<file path="src/rtl/ctrl_pipe.sv">
// rtl/ctrl_pipe.sv - pipelined decode control with load-use hazard detection, forwarding and event counters
// Optional feature macro: CTRL_PIPE_FORWARD_EN (defined: EX-stage forwarding, load-use stall only;
// undefined: forwarding tied off, stall on any in-flight EX/MEM producer of a used source)
module ctrl_pipe #(
   parameter int OP_W   = 7,
   parameter int ADDR_W = 5,
   parameter int CNT_W  = 16
) (
   input  logic              clk_i,
   input  logic              rst_i,
   input  logic [OP_W-1:0]   Op_i,
   input  logic [ADDR_W-1:0] RS1addr_i,
   input  logic [ADDR_W-1:0] RS2addr_i,
   input  logic [ADDR_W-1:0] RDaddr_i,
   input  logic              Flush_i,
   output logic [1:0]        ALUOp_o,
   output logic              ALUSrc_o,
   output logic              MemRead_o,
   output logic              MemWrite_o,
   output logic              RegWrite_o,
   output logic              MemtoReg_o,
   output logic [ADDR_W-1:0] WBrd_o,
   output logic              PCWrite_o,
   output logic              IFIDWrite_o,
   output logic              IFIDFlush_o,
   output logic [1:0]        ForwardA_o,
   output logic [1:0]        ForwardB_o,
   output logic [CNT_W-1:0]  StallCnt_o,
   output logic [CNT_W-1:0]  FlushCnt_o
);

   localparam logic [OP_W-1:0] OP_R      = OP_W'(7'b0110011);
   localparam logic [OP_W-1:0] OP_I      = OP_W'(7'b0010011);
   localparam logic [OP_W-1:0] OP_LOAD   = OP_W'(7'b0000011);
   localparam logic [OP_W-1:0] OP_STORE  = OP_W'(7'b0100011);
   localparam logic [OP_W-1:0] OP_BRANCH = OP_W'(7'b1100011);

   // ID-stage decode
   logic [1:0]        id_alu_op;
   logic              id_alu_src, id_mem_read, id_mem_write, id_reg_write, id_mem_to_reg;
   logic              id_rs1_used, id_rs2_used;
   logic [ADDR_W-1:0] id_rd;

   // ID/EX
   logic [1:0]        ex_alu_op;
   logic              ex_alu_src, ex_mem_read, ex_mem_write, ex_reg_write, ex_mem_to_reg;
   logic [ADDR_W-1:0] ex_rd;
`ifdef CTRL_PIPE_FORWARD_EN
   logic [ADDR_W-1:0] ex_rs1, ex_rs2;
`endif

   // EX/MEM
   logic              mem_mem_read, mem_mem_write, mem_reg_write, mem_mem_to_reg;
   logic [ADDR_W-1:0] mem_rd;

   // MEM/WB
   logic              wb_reg_write, wb_mem_to_reg;
   logic [ADDR_W-1:0] wb_rd;

   logic              ex_hit, mem_hit, hazard, stall;
   logic [CNT_W-1:0]  stall_cnt, flush_cnt;

   // Opcode to control bits; unrecognised opcodes become a full bubble
   always_comb begin
      id_alu_op     = 2'b00;
      id_alu_src    = 1'b0;
      id_mem_read   = 1'b0;
      id_mem_write  = 1'b0;
      id_reg_write  = 1'b0;
      id_mem_to_reg = 1'b0;
      id_rs1_used   = 1'b0;
      id_rs2_used   = 1'b0;
      id_rd         = RDaddr_i;
      case (Op_i)
         OP_R: begin
            id_reg_write = 1'b1;
            id_alu_op    = 2'b10;
            id_rs1_used  = 1'b1;
            id_rs2_used  = 1'b1;
         end
         OP_I: begin
            id_reg_write = 1'b1;
            id_alu_src   = 1'b1;
            id_rs1_used  = 1'b1;
         end
         OP_LOAD: begin
            id_mem_read   = 1'b1;
            id_mem_to_reg = 1'b1;
            id_reg_write  = 1'b1;
            id_alu_src    = 1'b1;
            id_rs1_used   = 1'b1;
         end
         OP_STORE: begin
            id_mem_write = 1'b1;
            id_alu_src   = 1'b1;
            id_rs1_used  = 1'b1;
            id_rs2_used  = 1'b1;
         end
         OP_BRANCH: begin
            id_alu_op   = 2'b01;
            id_rs1_used = 1'b1;
            id_rs2_used = 1'b1;
         end
         default: id_rd = '0;
      endcase
   end

   // Hazard detection; a taken branch in ID always wins over a stall
   always_comb begin
      ex_hit  = (ex_rd != '0) &&
                ((id_rs1_used && (ex_rd == RS1addr_i)) || (id_rs2_used && (ex_rd == RS2addr_i)));
      mem_hit = (mem_rd != '0) &&
                ((id_rs1_used && (mem_rd == RS1addr_i)) || (id_rs2_used && (mem_rd == RS2addr_i)));
`ifdef CTRL_PIPE_FORWARD_EN
      hazard  = ex_mem_read && ex_hit;
`else
      hazard  = (ex_reg_write && ex_hit) || (mem_reg_write && mem_hit);
`endif
      stall   = rst_i && !Flush_i && hazard;
   end

   // Front-end controls and forwarding selects, forced to safe values during reset
   always_comb begin
      PCWrite_o   = !stall;
      IFIDWrite_o = !stall;
      IFIDFlush_o = rst_i && Flush_i;
      ForwardA_o  = 2'b00;
      ForwardB_o  = 2'b00;
`ifdef CTRL_PIPE_FORWARD_EN
      if (rst_i) begin
         if (mem_reg_write && (mem_rd != '0) && (mem_rd == ex_rs1))
            ForwardA_o = 2'b10;
         else if (wb_reg_write && (wb_rd != '0) && (wb_rd == ex_rs1))
            ForwardA_o = 2'b01;
         if (mem_reg_write && (mem_rd != '0) && (mem_rd == ex_rs2))
            ForwardB_o = 2'b10;
         else if (wb_reg_write && (wb_rd != '0) && (wb_rd == ex_rs2))
            ForwardB_o = 2'b01;
      end
`endif
   end

   // Stage registers: ID/EX takes a bubble on stall, lower stages always advance
   always_ff @(posedge clk_i) begin
      if (!rst_i) begin
         ex_alu_op      <= 2'b00;
         ex_alu_src     <= 1'b0;
         ex_mem_read    <= 1'b0;
         ex_mem_write   <= 1'b0;
         ex_reg_write   <= 1'b0;
         ex_mem_to_reg  <= 1'b0;
         ex_rd          <= '0;
`ifdef CTRL_PIPE_FORWARD_EN
         ex_rs1         <= '0;
         ex_rs2         <= '0;
`endif
         mem_mem_read   <= 1'b0;
         mem_mem_write  <= 1'b0;
         mem_reg_write  <= 1'b0;
         mem_mem_to_reg <= 1'b0;
         mem_rd         <= '0;
         wb_reg_write   <= 1'b0;
         wb_mem_to_reg  <= 1'b0;
         wb_rd          <= '0;
      end else begin
         if (stall) begin
            ex_alu_op     <= 2'b00;
            ex_alu_src    <= 1'b0;
            ex_mem_read   <= 1'b0;
            ex_mem_write  <= 1'b0;
            ex_reg_write  <= 1'b0;
            ex_mem_to_reg <= 1'b0;
            ex_rd         <= '0;
`ifdef CTRL_PIPE_FORWARD_EN
            ex_rs1        <= '0;
            ex_rs2        <= '0;
`endif
         end else begin
            ex_alu_op     <= id_alu_op;
            ex_alu_src    <= id_alu_src;
            ex_mem_read   <= id_mem_read;
            ex_mem_write  <= id_mem_write;
            ex_reg_write  <= id_reg_write;
            ex_mem_to_reg <= id_mem_to_reg;
            ex_rd         <= id_rd;
`ifdef CTRL_PIPE_FORWARD_EN
            ex_rs1        <= RS1addr_i;
            ex_rs2        <= RS2addr_i;
`endif
         end
         mem_mem_read   <= ex_mem_read;
         mem_mem_write  <= ex_mem_write;
         mem_reg_write  <= ex_reg_write;
         mem_mem_to_reg <= ex_mem_to_reg;
         mem_rd         <= ex_rd;
         wb_reg_write   <= mem_reg_write;
         wb_mem_to_reg  <= mem_mem_to_reg;
         wb_rd          <= mem_rd;
      end
   end

   // Saturating stall and flush event counters
   always_ff @(posedge clk_i) begin
      if (!rst_i) begin
         stall_cnt <= '0;
         flush_cnt <= '0;
      end else begin
         if (stall && (stall_cnt != '1))
            stall_cnt <= stall_cnt + CNT_W'(1);
         if (Flush_i && (flush_cnt != '1))
            flush_cnt <= flush_cnt + CNT_W'(1);
      end
   end

   assign ALUOp_o    = ex_alu_op;
   assign ALUSrc_o   = ex_alu_src;
   assign MemRead_o  = mem_mem_read;
   assign MemWrite_o = mem_mem_write;
   assign RegWrite_o = wb_reg_write;
   assign MemtoReg_o = wb_mem_to_reg;
   assign WBrd_o     = wb_rd;
   assign StallCnt_o = stall_cnt;
   assign FlushCnt_o = flush_cnt;

endmodule

</file>
<file path="config.mk">
export PLATFORM = sky130hd
export DESIGN_NAME = ctrl_pipe
export DESIGN_NICKNAME = d
export VERILOG_FILES = /design/src/rtl/ctrl_pipe.sv
export SDC_FILE = /design/constraint.sdc
export NUM_CORES = 1
export LEC_CHECK = 0
export CAP_MARGIN = 20
export CORE_MARGIN = 8
export CORE_UTILIZATION = 51
export CTS_CLUSTER_DIAMETER = 80
export DETAILED_ROUTE_END_ITERATION = 16
export PLACE_DENSITY_LB_ADDON = 0.12
export SLEW_MARGIN = 20
export SYNTH_ARGS = -nofsm -noshare
export SYNTH_HDL_FRONTEND = slang
export SYNTH_SLANG_ARGS = --single-unit
</file>
<file path="constraint.sdc">
create_clock -name clk_i -period 5.3 [get_ports clk_i]
set_input_delay 1.06 -clock clk_i [delete_from_list [all_inputs] [get_ports clk_i]]
set_output_delay 1.06 -clock clk_i [all_outputs]
set_load 0.02 [all_outputs]
</file>
After elaboration in Yosys (flattened, before gate mapping)
Cells that the tools add are included.

Bits in registers: 58. Input port bits: 25. Output and inout bits: 51.

$add $sub $neg: 2. Equal/unequal tests: 11. Mux-type cells: 7. Bitwise gates (word level): 2. Reduce and logical (&&, ||, !) cells: 26.

Operators with widths (number): 16-bit by 1-bit adder with 16-bit output (second input constant) (2); 16-bit != test (second input constant) (2); 5-bit equality test (4); 7-bit by 6-bit equality test with 1-bit output (second input constant) (2); 1-bit logical AND (13); 3-bit OR reduction (4); 5-bit nonzero test (2); 7-bit by 2-bit equality test with 1-bit output (second input constant) (1); 7-bit by 5-bit equality test with 1-bit output (second input constant) (1); 7-bit equality test (second input constant) (1); 1-bit two-way mux (6); 5-bit OR reduction (1); 2-bit one-hot mux with 2 select lines (1); 1-bit logical OR (3); 1-bit zero test (2); 1-bit NOT (2); 2-bit OR reduction (1).

Longest topological paths before layout
Gate-level depths: netlist (run 1).

Depth in word-level cells: 10. Depth in mapped cells: 9. Depth with buffers taken out: 8.

Least setup slack after synthesis (run 1)
No wires, ideal clock.

Path type: input to output. Start: input port RS1addr_i[3]. End: output port PCWrite_o. Arrival time: 2.316 ns. Data required time: 4.240 ns. Path slack: 1.924 ns. Stages on the path: 6. Buffers on the path: 1. Cell sequence: xor2_1 nor4_4 o21ai_2 a21oi_1 inv_1 buf_4.

Word-level cells in the longest chain between the ends: 8. Elaborated cells on any way between the ends: 13. Those cells by class: 2 x eq/ne; 11 x reduce/logical.

Ends and longest elaborated chain: start: declaration (RTL line 12) `input logic [ADDR_W-1:0] RS1addr_i,`; 5-bit equality test (on tied branches) (RTL line 111, 113); 1-bit logical AND (on tied branches) (RTL line 111, 113); 1-bit logical OR (on tied branches) (RTL line 111, 113); 1-bit logical AND (on tied branches) (RTL line 110, 112); 1-bit logical AND (RTL line 117) `hazard = (ex_reg_write && ex_hit) || (mem_reg_write && mem_hit);`; 1-bit logical OR * (RTL line 117); 1-bit logical AND * (RTL line 119) `stall = rst_i && !Flush_i && hazard;`; 1-bit zero test *; end: declaration (RTL line 23) `output logic PCWrite_o,`.

Every way passes the cells marked *; elsewhere a longest branch is shown, timed or not.

Final worst setup path (run 1)
Start: input port RS2addr_i[3]. End: output port IFIDWrite_o.

Word-level cells in the longest chain between the ends: 8. Elaborated cells on any way between the ends: 13. Those cells by class: 2 x eq/ne; 11 x reduce/logical.

Ends and longest elaborated chain: start: declaration (RTL line 13) `input logic [ADDR_W-1:0] RS2addr_i,`; 5-bit equality test (on tied branches) (RTL line 111, 113); 1-bit logical AND (on tied branches) (RTL line 111, 113); 1-bit logical OR (on tied branches) (RTL line 111, 113); 1-bit logical AND (on tied branches) (RTL line 110, 112); 1-bit logical AND (RTL line 117); 1-bit logical OR * (RTL line 117); 1-bit logical AND * (RTL line 119); 1-bit zero test * (RTL line 125) `IFIDWrite_o = !stall;`; end: declaration (RTL line 24) `output logic IFIDWrite_o,`.

Marked as above.

==> results, run 1 <==
- The flow ran to the end, and the final reports show no timing, DRC or antenna violations.
- Between clock sinks in the finished design, the worst skew comes to 9.52 ps.
- The count of input and output buffers is 71.
- In this run the static leakage power is 1.26 nW.
- The cell type with the largest total area after synthesis is sky130_fd_sc_hd__dfxtp_1.
- The fraction of post-synthesis cell area in the top cell type by area is 0.439.
- The highest fanout seen on the critical path is 5.
- Of the total power, the share spent switching nets is 0.230.
- The non-filler instance count after layout is 440.
- The total of cells resized after clock tree synthesis is 0.
- The max-cap check violation count is 0.
- The clock share of power is 0.450.
- The type of the worst min-delay path is flop to flop.
- Setup violations remaining at the end of the flow were counted as 0.
- The kind of cell with the highest combined delay along the critical path is buffers and inverters.
- The type of the worst setup path is input pin to primary output.
- The fraction of the yosys area taken by sequential cells is 0.439.
- In the routed design, unresolved DRC markers number 0.
- Summed over all layers, the global routing overflow is 0.
- By area the synthesized netlist is led by sky130_fd_sc_hd__dfxtp_1 44%, sky130_fd_sc_hd__xnor2_1 6.0%, sky130_fd_sc_hd__xor2_1 6.0%.
- The number of synthesized flops with an enable pin is 0.
- After the first detailed-routing iteration, the DRC count stood at 63.
- The buffer cell driving the clock tree root is sky130_fd_sc_hd__clkbuf_8.
- The worst pin sits at a relative slew slack of 0.348.
- The cell count after synthesis came out at 293.
- The final layout net count is 392.
- The congestion estimate from routability-driven global placement came to just over 0.8.
- The cell area after technology mapping is 0.00264 mm².
- The critical path goes through clkdlybuf4s50_1 -> xnor2_1 -> nand3_1 -> nor4_1 -> o21ai_2 -> a21oi_1 -> inv_1 -> clkdlybuf4s50_1.
- The longest clock path from root to sink contains 2 buffers.
- The largest stage delay on the critical path is between 500 and 600 ps.
- The internal power of the cells totals 696 µW.
- 0 antenna diodes ended up in the layout.
- After detailed routing, the average wire length per cell comes to between 10 and 15 µm.
- The shortest period the worst path allows is 4370 ps.
- The most used flip-flop cell after synthesis is sky130_fd_sc_hd__dfxtp_1.
- The initial core utilization is 0.524.
- The fraction of the core area covered by cells at the end of the flow is 0.712.
- The wire length of the first global-routing pass is 10100 µm.
- Hold is met by 439 ps.
- For the worst setup path, the data arrival time is 3310 ps.
- The buffer count from post-CTS setup fixing is 0.
- The critical path launch point type is an input pin.
- The period utilization is 0.824.
- The number of buffers and inverters on the critical path is 3.
- For the final routed database, the setup TNS stands at 0 ps.
- In the final layout, the share of cells above drive strength 1 is 0.0811.
- The largest net degree at the start of global routing is 32.
- After detailed routing, the total wire length is 6050 µm.
- The async set-or-reset flop fraction in the synthesized netlist is 0.
- For this run, the top clock speed supported by timing is 0.229 GHz.
- The floorplan has 26 rows.
- The via count of the first global-routing pass is 2228.
- The length of the first detailed-routing pass in iterations is 4.
- The power density over cell area is 252 mW/mm².
- The average vias per placed instance is 5.17.
- For the pin with the worst max-slew slack, the measured transition is slightly below 1000 ps.
- After detailed placement, the design holds a cell count of between 400 and 500.
- The commonest cells after synthesis are 58 x sky130_fd_sc_hd__dfxtp_1, 25 x sky130_fd_sc_hd__and2_1, 23 x sky130_fd_sc_hd__nor2_1, 20 x sky130_fd_sc_hd__nand2_1.
- For this design, the sink count on the clock tree is 58.
- During I/O placement, the number of pins put on the boundary was 76.
- The completed layout was analyzed and its total power is 904 µW.
- The floorplan step defined a die boundary enclosing 0.00774 mm².
- The clock-pin slew on the worst setup and hold paths is 70 ps.
- The total global-route track usage is 0.165.
- The number of levels the H-tree was split into is 3.
- The per-instance average area after synthesis is around 9 µm².
- TritonCTS built the clock tree.
- The power share of the sequential group is 0.488.
- In this run the standard cell core region covers 0.00504 mm².
- The initial antenna violation count is 0.
- Data on the critical path is required at its endpoint by about 4200 ps.
- The post-detailed-placement half-perimeter wirelength is 4530 µm.
- The number of buffers inserted for hold repair after clock tree synthesis is 0.
- The clock buffer count from CTS is 9.
- The later pin in the worst-skew pair is clocked with a latency of 330 ps.
- The layout overhead on the synthesized area is 35.8%.
- The element type at the critical path end is a primary output.
- For this design the total switching power over the nets is 208 µW.
- The total of warnings raised by yosys is 0.
- The number of max-slew violations in the final report is 0.
- The detail route stage leaves a number of antenna-violating nets equal to 0.
- The hold violation total from the final report is 0.
- The power share of the combinational group is 0.062.
- After synthesis the netlist holds a flip-flop and latch count of 58.
- The cell with the largest stage delay on the worst path is sky130_fd_sc_hd__clkdlybuf4s50_1.
- The maximum ir drop on the vdd rail is 0.176 mV.
- Setup repair after global routing left no endpoint under its margin.
- The count of vias placed by the detailed router is 2276.
- The most frequently used cell type in the post-synthesis netlist is sky130_fd_sc_hd__dfxtp_1.
- By instance count, the cell type seen most on the critical path is sky130_fd_sc_hd__clkdlybuf4s50_1.
- The count of distinct cell types in the synthesized netlist is 39.
- Measured along the y axis, the die boundary spans 88 µm.
- The die outline width is just under 90 µm.
==> worst paths after layout <==
path                         end  slack, ps  depth (start not counted)     startpoint
hold / removal    mem_mem_to_reg        440                          1  ex_mem_to_reg
setup / recovery     IFIDWrite_o        930                          8   RS2addr_i[3]
setup reg to reg  StallCnt_o[11]       2830                          7      mem_rd[3]
hold reg to reg   mem_mem_to_reg        440                          1  ex_mem_to_reg
==> cell usage in the layout, fill, tap and decap left out, types with 2 or more instances in the layout <==
cell type                         Yosys  final
sky130_fd_sc_hd__clkdlybuf4s50_1      0     71
sky130_fd_sc_hd__dfxtp_1             58     58
sky130_fd_sc_hd__and2_1              25     25
sky130_fd_sc_hd__nor2_1              23     23
sky130_fd_sc_hd__nand2_1             20     20
sky130_fd_sc_hd__xor2_1              18     18
sky130_fd_sc_hd__xnor2_1             18     18
sky130_fd_sc_hd__nand3_1             17     17
sky130_fd_sc_hd__a21oi_1             17     17
sky130_fd_sc_hd__clkbuf_8             0     10
sky130_fd_sc_hd__o21ai_0              9      9
sky130_fd_sc_hd__or3_1                9      9
sky130_fd_sc_hd__nand4_1              8      8
sky130_fd_sc_hd__and3_1               8      8
sky130_fd_sc_hd__inv_1                6      6
sky130_fd_sc_hd__o21ai_2              4      4
sky130_fd_sc_hd__nand2b_1             4      4
sky130_fd_sc_hd__conb_1               1      4
sky130_fd_sc_hd__or4_1                3      3
sky130_fd_sc_hd__and4_1               3      3
sky130_fd_sc_hd__nor3_1               3      3
sky130_fd_sc_hd__clkinvlp_4           0      3
sky130_fd_sc_hd__nor4_2               2      2
sky130_fd_sc_hd__nor4_1               2      2
sky130_fd_sc_hd__nor4_4               2      2
sky130_fd_sc_hd__nor2b_1              2      2
sky130_fd_sc_hd__mux2i_1              2      2
sky130_fd_sc_hd__nor3b_1              2      2
sky130_fd_sc_hd__ha_1                 2      2
==> power groups by stage <==
stage | combinational (mW) | sequential (mW) | clock, mW
3_5_place_dp | 0.0571 | 0.451 | 0
5_1_grt | 0.0612 | 0.441 | 0.439
3_3_place_gp | 0.0555 | 0.451 | 0
2_1_floorplan | 0.0269 | 0.453 | 0
4_1_cts | 0.0573 | 0.441 | 0.416
6_report | 0.0565 | 0.441 | 0.406
==> per-layer routing <==
layer  vias up  global-route usage  routed length [µm]
li1       1145                   -                   -
met5         -                   0                   0
met2        60               0.280                2890
met1      1060               0.188                2670
met4         0              0.0609                  83
met3        11              0.0553                 405
==> kinds of logic after synthesis <==
| logic type | after synthesis | share of synthesized area |
|---|---|---|
| buffers and inverters | 20 | 0.0369 |
| AO/OA/AOI/OAI | 36 | 0.0828 |
| AND/OR/NAND/NOR | 138 | 0.303 |
| multiplexers | 2 | 0.00757 |
| flip-flops | 58 | 0.439 |
| other | 1 | 0.00142 |
| XOR/XNOR | 36 | 0.119 |
| adder cells (fa/ha/maj) | 2 | 0.00946 |
==> worst reg2reg max path, stage by stage (launching register included) <==
cell and delay [ps]:
sky130_fd_sc_hd__dfxtp_1 420, sky130_fd_sc_hd__or4_1 170, sky130_fd_sc_hd__o21ai_2 80, sky130_fd_sc_hd__nor4_1 420, sky130_fd_sc_hd__o21ai_2 150, sky130_fd_sc_hd__a211o_1 470, sky130_fd_sc_hd__or4_1 530, sky130_fd_sc_hd__a21oi_1 150
==> cell type report <==
cell class / instances / area, µm²
Multi-Input combinational cell: 218 / 1400
Clock inverter: 6 / 66.3
Sequential cell: 58 / 1160
Timing Repair Buffer: 72 / 718
Inverter: 6 / 22.5
Clock buffer: 10 / 138
Fill cell: 395 / 1450
Tap cell: 70 / 87.6
==> metrics by stage <==
| step | setup slack [ps] | instance area [µm²] |
|---|---|---|
| floorplan | 1920 | 2660 |
| global placement | 984 | 3390 |
| detailed placement | 910 | 3390 |
| CTS | 906 | 3590 |
| global route | 759 | 3590 |
| finish | 934 | 3590 |
Note: power is estimated with default switching activity, not from simulation.
==> run 2: changes to the inputs <==
--- a/config.mk
+++ b/config.mk
@@ -7,7 +7,7 @@
 export LEC_CHECK = 0
 export CAP_MARGIN = 20
 export CORE_MARGIN = 8
-export CORE_UTILIZATION = 51
+export CORE_UTILIZATION = 47
 export CTS_CLUSTER_DIAMETER = 80
 export DETAILED_ROUTE_END_ITERATION = 16
 export PLACE_DENSITY_LB_ADDON = 0.12
==> constraint.sdc (replaced) <==
create_clock -name clk_i -period 4.05 [get_ports clk_i]
set_input_delay 0.81 -clock clk_i [delete_from_list [all_inputs] [get_ports clk_i]]
set_output_delay 0.81 -clock clk_i [all_outputs]
set_load 0.02 [all_outputs]
==> results, run 2 (synthesis gave the netlist of run 1 again) <==
- Result of the run: finished clean (unchanged).
- The element type at the critical path end is a primary output (unchanged).
- Based on the critical path, the design can be clocked at up to 0.269 GHz.
- The total global-route track usage came to 0.150 (was 0.165).
- The power consumption was 1.18 mW (was 904 µW).
- Cell Chain, Critical Path: clkdlybuf4s50_1 -> xnor2_1 -> nand3_1 -> nor4_1 -> o21ai_2 -> a21oi_1 -> inv_1 -> clkdlybuf4s50_1 (unchanged).
- The number of antenna-violating nets in the routed design is 0 (unchanged).
- Commonest non-fill, non-tap cells in the layout: 71 x sky130_fd_sc_hd__clkdlybuf4s50_1, 58 x sky130_fd_sc_hd__dfxtp_1, 25 x sky130_fd_sc_hd__and2_1 (unchanged).
- The die footprint is 0.00828 mm² (was 0.00774 mm²).
- The number of buffers inserted for hold repair after clock tree synthesis was 0 (unchanged).
- The final hold slack is 438 ps (was 439 ps).
- The final layout net count is 395 (was 392).
- The type of the worst min-delay path was flop to flop (unchanged).
- The TritonCTS clock tree is built (unchanged).
- The die outline width came to 91 µm (was 88 µm).
- Unrepaired setup endpoints after global routing: false (unchanged).
- The clock-pin slew on the worst setup and hold paths was 60 ps (was 70 ps).
- The post-placement cell count is 429 (was 424).
- The power density over cell area is 326 mW/mm² (was 252 mW/mm²).
- The antenna cell count is 0 (unchanged).
- The wire length of the first global-routing pass is 10100 µm (about the same).
- The worst setup skew after layout was 9.13 ps (was 9.52 ps).
- The area after detailed placement was 0.00341 mm² (was 0.00339 mm²).
- The count of filler cells inserted in the layout is 487 (was 395).
- The share of layout cells above drive strength 1 is 0.0836 (was 0.0811).
- The final instance area was 0.00360 mm² (was 0.00359 mm²).
- The number of max-slew violations in the final report is 0 (unchanged).
- The global route total overflow came to 0 (unchanged).
- The initial core utilization was 0.483 (was 0.524).
- The buffer cell driving the clock tree root is sky130_fd_sc_hd__clkbuf_8 (unchanged).
- The hold violation total from the final report came to 0 (unchanged).
- The clock buffer count from CTS is 9 (unchanged).
- The cell with the largest stage delay on the worst path is sky130_fd_sc_hd__clkdlybuf4s50_1 (unchanged).
- The slew at the pin closest to its max-slew limit is 562 ps (was 977 ps).
- The clock latency at the later pin of the worst-skew pair is 340 ps (was 330 ps).
- The length in cells of the worst reg-to-reg path came to 7 (unchanged).
- The average vias per placed instance is 5.06 (was 5.17).
- The maximum count of clock buffers along a single path is 2 (unchanged).
- The non-filler instance count after layout came to 443 (was 440).
- The largest net degree at the start of global routing is 31 (was 32).
- The data required time of the critical path is 3240 ps (was 4240 ps).
- The post-detailed-placement half-perimeter wirelength is 4470 µm (was 4530 µm).
- The maximum ir drop on the vdd rail is 0.182 mV (was 0.176 mV).
- The total of cells resized after clock tree synthesis is 0 (unchanged).
- The post-placement worst setup slack came to 343 ps (was 910 ps).
- The buffer count from post-CTS setup fixing is 0 (unchanged).
- The highest fanout seen on the critical path was 5 (unchanged).
- The cell depth of the worst setup path came to 8 (unchanged).
- The count of vias placed by the detailed router is 2242 (was 2276).
- The max-cap check violation count is 0 (unchanged).
- The number of sinks on the clock net is 58 (unchanged).
- The remaining routing DRC violations is 0 (unchanged).
- The via count of the first global-routing pass came to 2220 (was 2228).
- The length of the first detailed-routing pass in iterations is 4 (unchanged).
- The layout overhead on the synthesized area is 36.3% (was 35.8%).
- The cell row count is 27 (was 26).
- The final RePlAce weighted congestion is 0.783 (was 0.808).
- The beginning of the worst register-to-register path was mem_rd[3] (unchanged).
- The initial antenna violation count is 0 (unchanged).
- The family of cells with the greatest summed delay on the critical path is buffers and inverters (unchanged).
- The most common cell after layout, fill and taps aside is sky130_fd_sc_hd__clkdlybuf4s50_1 (unchanged).
- The average detailed-routed wire length per instance is 13.7 µm (about the same).
- The setup slack of the most critical reg-to-reg path is 1570 ps (was 2830 ps).
- The area of the core region is 0.00547 mm² (was 0.00504 mm²).
- The floorplan die height came to 91 µm (was 88 µm).
- The data arrival time of the critical path was 2910 ps (was 3310 ps).
- The critical path launch point type is an input pin (unchanged).
- The total leakage power was 1.29 nW (was 1.26 nW).
- The tightest slew margin relative to the limit is 0.624 (was 0.348).
- The count of final setup violators was 0 (unchanged).
- The critical path buffer and inverter count is 3 (unchanged).
- The fraction of the core area covered by cells at the end of the flow is 0.658 (was 0.712).
- The period utilization is 0.919.
- The most prevalent standard cell on the critical path is sky130_fd_sc_hd__clkdlybuf4s50_1 (unchanged).
- The type of the worst setup path is input pin to primary output (unchanged).
- The timing startpoint of the critical path was RS2addr_i[3] (unchanged).
- The initial DRC count was 38 (was 63).
- The I/O pin count came to 76 (unchanged).
- The wire length reported by the detailed router was 6080 µm (was 6050 µm).
- The post-route setup TNS is 0 ps (unchanged).
- The number of levels the H-tree was split into is 3 (unchanged).
- The largest stage delay on the critical path is 550 ps (was 560 ps).
- The shortest period the worst path allows is 3720 ps.
- The destination of the worst register-to-register timing path is StallCnt_o[11] (unchanged).
- The worst setup path endpoint is PCWrite_o (was IFIDWrite_o).
- The worst path setup slack after routing is 326 ps (was 934 ps).
- The count of input and output buffers came to 71 (unchanged).
[run 2: cell count changes in the layout (fill, tap and decap cells not counted)]
| cell | before | now |
|---|---|---|
| sky130_fd_sc_hd__buf_4 | 1 | 4 |
| sky130_fd_sc_hd__clkinvlp_4 | 3 | 0 |
| sky130_fd_sc_hd__clkbuf_8 | 10 | 11 |
| sky130_fd_sc_hd__clkinv_2 | 1 | 2 |
| sky130_fd_sc_hd__clkinv_4 | 1 | 0 |
[run 2: how the worst min path moves through the flow]
stage	startpoint	to	slack, ps	depth (start not counted)
2_1_floorplan	ex_mem_write	MemWrite_o	410	1
3_3_place_gp	ex_mem_to_reg	mem_mem_to_reg	420	1
3_5_place_dp	ex_mem_to_reg	mem_mem_to_reg	420	1
4_1_cts	ex_mem_to_reg	mem_mem_to_reg	440	1
5_1_grt	ex_mem_write	MemWrite_o	460	1
6_report	ex_mem_to_reg	mem_mem_to_reg	440	1
[run 2: area by class of cell]
type	instances	area, µm²	area share
clock buffers	11	151	0.0420
repair buffers	75	741	0.206
well taps	72	90.1	0.0250
clock inverters	3	40.0	0.0111
multi-input cells	218	1400	0.388
flip-flops and latches	58	1160	0.322
inverters	6	22.5	0.00625
[run 2: per-layer routing]
layer  up-vias  track usage  wire length [µm]
met2        45        0.256              3000
met1      1037        0.161              2650
met5         -            0                 0
met3        11       0.0469               295
met4         0       0.0859               138
li1       1149            -                 -
[run 2: report_power, final]
part           internal (mW)  leakage [nW]  total (mW)  switching, mW
Clock                  0.308         0.101       0.522          0.214
Combinational         0.0390         0.718      0.0756         0.0367
Sequential             0.574         0.467       0.578        0.00388
==> run 3: changes to the inputs <==
--- a/config.mk
+++ b/config.mk
@@ -6,11 +6,12 @@
 export NUM_CORES = 1
 export LEC_CHECK = 0
 export CAP_MARGIN = 20
-export CORE_MARGIN = 8
+export CORE_MARGIN = 2
 export CORE_UTILIZATION = 47
 export CTS_CLUSTER_DIAMETER = 80
 export DETAILED_ROUTE_END_ITERATION = 16
 export PLACE_DENSITY_LB_ADDON = 0.12
+export SETUP_SLACK_MARGIN = 0.02
 export SLEW_MARGIN = 20
 export SYNTH_ARGS = -nofsm -noshare
 export SYNTH_HDL_FRONTEND = slang
==> results, run 3 (synthesis gave the netlist of run 1 again) <==
- The total of cells resized after clock tree synthesis is 0 (unchanged).
- The power share of the sequential group is 0.495 (was 0.492).
- The buffer count from post-CTS setup fixing is 0 (unchanged).
- The final instance area is 0.00360 mm² (about the same).
- The die outline width is 79 µm (was 91 µm).
- The cell row count came to 27 (unchanged).
- The initial antenna violation count is 0 (unchanged).
- The die footprint is 0.00624 mm² (was 0.00828 mm²).
- The remaining routing DRC violations was 0 (unchanged).
- The count of filler cells inserted in the layout is 490 (was 487).
- The maximum ir drop on the vdd rail is 0.232 mV (was 0.182 mV).
- The layout overhead on the synthesized area is 36.0% (was 36.3%).
- The clock latency at the later pin of the worst-skew pair was 330 ps (was 340 ps).
- The number of max-slew violations in the final report is 0 (unchanged).
- The switching power share of the total is 0.221 (was 0.216).
- The highest fanout seen on the critical path was 5 (unchanged).
- Result of the run: finished clean (unchanged).
- The global route total overflow is 0 (unchanged).
- The end point of the most critical hold path is MemWrite_o (was mem_mem_to_reg).
- The largest net degree at the start of global routing is 31 (unchanged).
- The achievable frequency is 0.277 GHz (was 0.269 GHz).
- The power density over cell area came to 324 mW/mm² (was 326 mW/mm²).
- The number of sinks on the clock net came to 58 (unchanged).
- The number of buffers inserted for hold repair after clock tree synthesis was 0 (unchanged).
- The floorplan die height is 79 µm (was 91 µm).
- The data arrival time of the critical path came to 2790 ps (was 2910 ps).
- The non-filler instance count after layout is 444 (was 443).
- The area of the core region is 0.00547 mm² (unchanged).
- The hold violation total from the final report is 0 (unchanged).
- The area after detailed placement came to 0.00341 mm² (unchanged).
- The average vias per placed instance is 5.15 (was 5.06).
- The most common cell after layout, fill and taps aside was sky130_fd_sc_hd__clkdlybuf4s50_1 (unchanged).
- The count of input and output buffers came to 71 (unchanged).
- The setup slack of the most critical reg-to-reg path is 1660 ps (was 1570 ps).
- The final layout net count is 395 (unchanged).
- The startpoint of the tightest hold check path is ex_mem_write (was ex_mem_to_reg).
- The power share of the combinational group came to 0.065 (was 0.064).
- The count of final setup violators came to 0 (unchanged).
- The slew at the pin closest to its max-slew limit came to 553 ps (was 562 ps).
- The type of the worst min-delay path is flop to flop (unchanged).
- The total global-route track usage is 0.192 (was 0.150).
- The length in cells of the worst reg-to-reg path came to 7 (unchanged).
- The post-route setup TNS came to 0 ps (unchanged).
- The switching component of the power is 258 µW (was 254 µW).
- The number of antenna-violating nets in the routed design is 0 (unchanged).
- The TritonCTS clock tree is built (unchanged).
- The initial DRC count came to 91 (was 38).
- The data required time of the critical path is 3240 ps (about the same).
- The wire length reported by the detailed router is 5750 µm (was 6080 µm).
- The initial core utilization is 0.483 (unchanged).
- The total leakage power is 1.28 nW (was 1.29 nW).
- The length of the first detailed-routing pass in iterations was 4 (unchanged).
- The power consumption is 1.17 mW (was 1.18 mW).
- The count of vias placed by the detailed router came to 2286 (was 2242).
- The antenna cell count came to 0 (unchanged).
- The buffer cell driving the clock tree root is sky130_fd_sc_hd__clkbuf_8 (unchanged).
- The clock buffer count from CTS is 9 (unchanged).
- The critical path launch point type was an input pin (unchanged).
- The tightest slew margin relative to the limit is 0.631 (was 0.624).
- The clock share of power was 0.439 (was 0.444).
- The share of layout cells above drive strength 1 is 0.0806 (was 0.0836).
- The wire length of the first global-routing pass is 9490 µm (was 10100 µm).
- Commonest non-fill, non-tap cells in the layout: 71 x sky130_fd_sc_hd__clkdlybuf4s50_1, 58 x sky130_fd_sc_hd__dfxtp_1, 25 x sky130_fd_sc_hd__and2_1 (unchanged).
- The via count of the first global-routing pass is 2127 (was 2220).
- The type of the worst setup path is input pin to primary output (unchanged).
- The beginning of the worst register-to-register path is StallCnt_o[0] (was mem_rd[3]).
- The period utilization is 0.890 (was 0.919).
- The final RePlAce weighted congestion is 0.813 (was 0.783).
- The destination of the worst register-to-register timing path is StallCnt_o[11] (unchanged).
- The post-placement cell count is 429 (unchanged).
- The post-detailed-placement half-perimeter wirelength is 4110 µm (was 4470 µm).
- The number of levels the H-tree was split into is 3 (unchanged).
- The I/O pin count is 76 (unchanged).
- The clock-pin slew on the worst setup and hold paths is 60 ps (about the same).
- Unrepaired setup endpoints after global routing: false (unchanged).
- The average detailed-routed wire length per instance is 13.0 µm (was 13.7 µm).
- The max-cap check violation count is 0 (unchanged).
- The shortest period the worst path allows is 3600 ps (was 3720 ps).
- The maximum count of clock buffers along a single path is 2 (unchanged).
- The internal power consumption is 909 µW (was 921 µW).
- The number of cells on the worst hold path is 1 (unchanged).
- The worst setup skew after layout came to 5.35 ps (was 9.13 ps).
- The element type at the critical path end was a primary output (unchanged).
-- run 3: cell types whose count changed in the layout (fill, tap and decap cells not counted), sizes merged --
cell and change:
clkbuf +1
-- run 3: final cells by class --
cell class	count	area, µm²	share of cell area
Sequential cell	58	1160	0.323
Tap cell	72	90.1	0.0251
Clock buffer	12	145	0.0404
Timing Repair Buffer	75	741	0.206
Multi-Input combinational cell	218	1400	0.388
Inverter	6	22.5	0.00626
Clock inverter	3	40.0	0.0111
-- run 3: worst max-delay path by stage --
stage,start,endpoint,slack [ps],cells after the start
floorplan,RS1addr_i[3],PCWrite_o,1170,6
global placement,RS1addr_i[3],PCWrite_o,440,7
detailed placement,RS1addr_i[3],PCWrite_o,430,7
CTS,RS2addr_i[3],PCWrite_o,430,8
global route,RS2addr_i[3],PCWrite_o,320,8
finish,RS2addr_i[3],PCWrite_o,450,8
-- run 3: stage by stage --
step,hold WS [ps],utilization,setup WS (ps)
3_5_place_dp,421,0.623,430
4_1_cts,439,0.657,426
3_3_place_gp,415,0.623,436
5_1_grt,455,0.657,322
2_1_floorplan,412,-,1170
6_report,433,0.657,445
-- run 3: critical path: stages --
cell and delay (ps):
sky130_fd_sc_hd__clkdlybuf4s50_1 520, sky130_fd_sc_hd__xnor2_1 130, sky130_fd_sc_hd__nand3_1 110, sky130_fd_sc_hd__nor4_1 240, sky130_fd_sc_hd__o21ai_2 140, sky130_fd_sc_hd__a21oi_1 220
sky130_fd_sc_hd__inv_1 80, sky130_fd_sc_hd__clkdlybuf4s50_1 540
-- run 3: power by group through the flow --
stage          combinational (mW)  clock, mW  sequential [mW]
2_1_floorplan              0.0353          0            0.592
3_3_place_gp               0.0752          0            0.590
3_5_place_dp               0.0762          0            0.590
4_1_cts                    0.0769      0.523            0.578
5_1_grt                    0.0827      0.549            0.578
6_report                   0.0763      0.512            0.578
-- run 3: metal layers --
layer	track usage	part of all wire
met4	0.105	0.026
met3	0.0420	0.059
met1	0.248	0.46
met2	0.299	0.46
met5	0	0
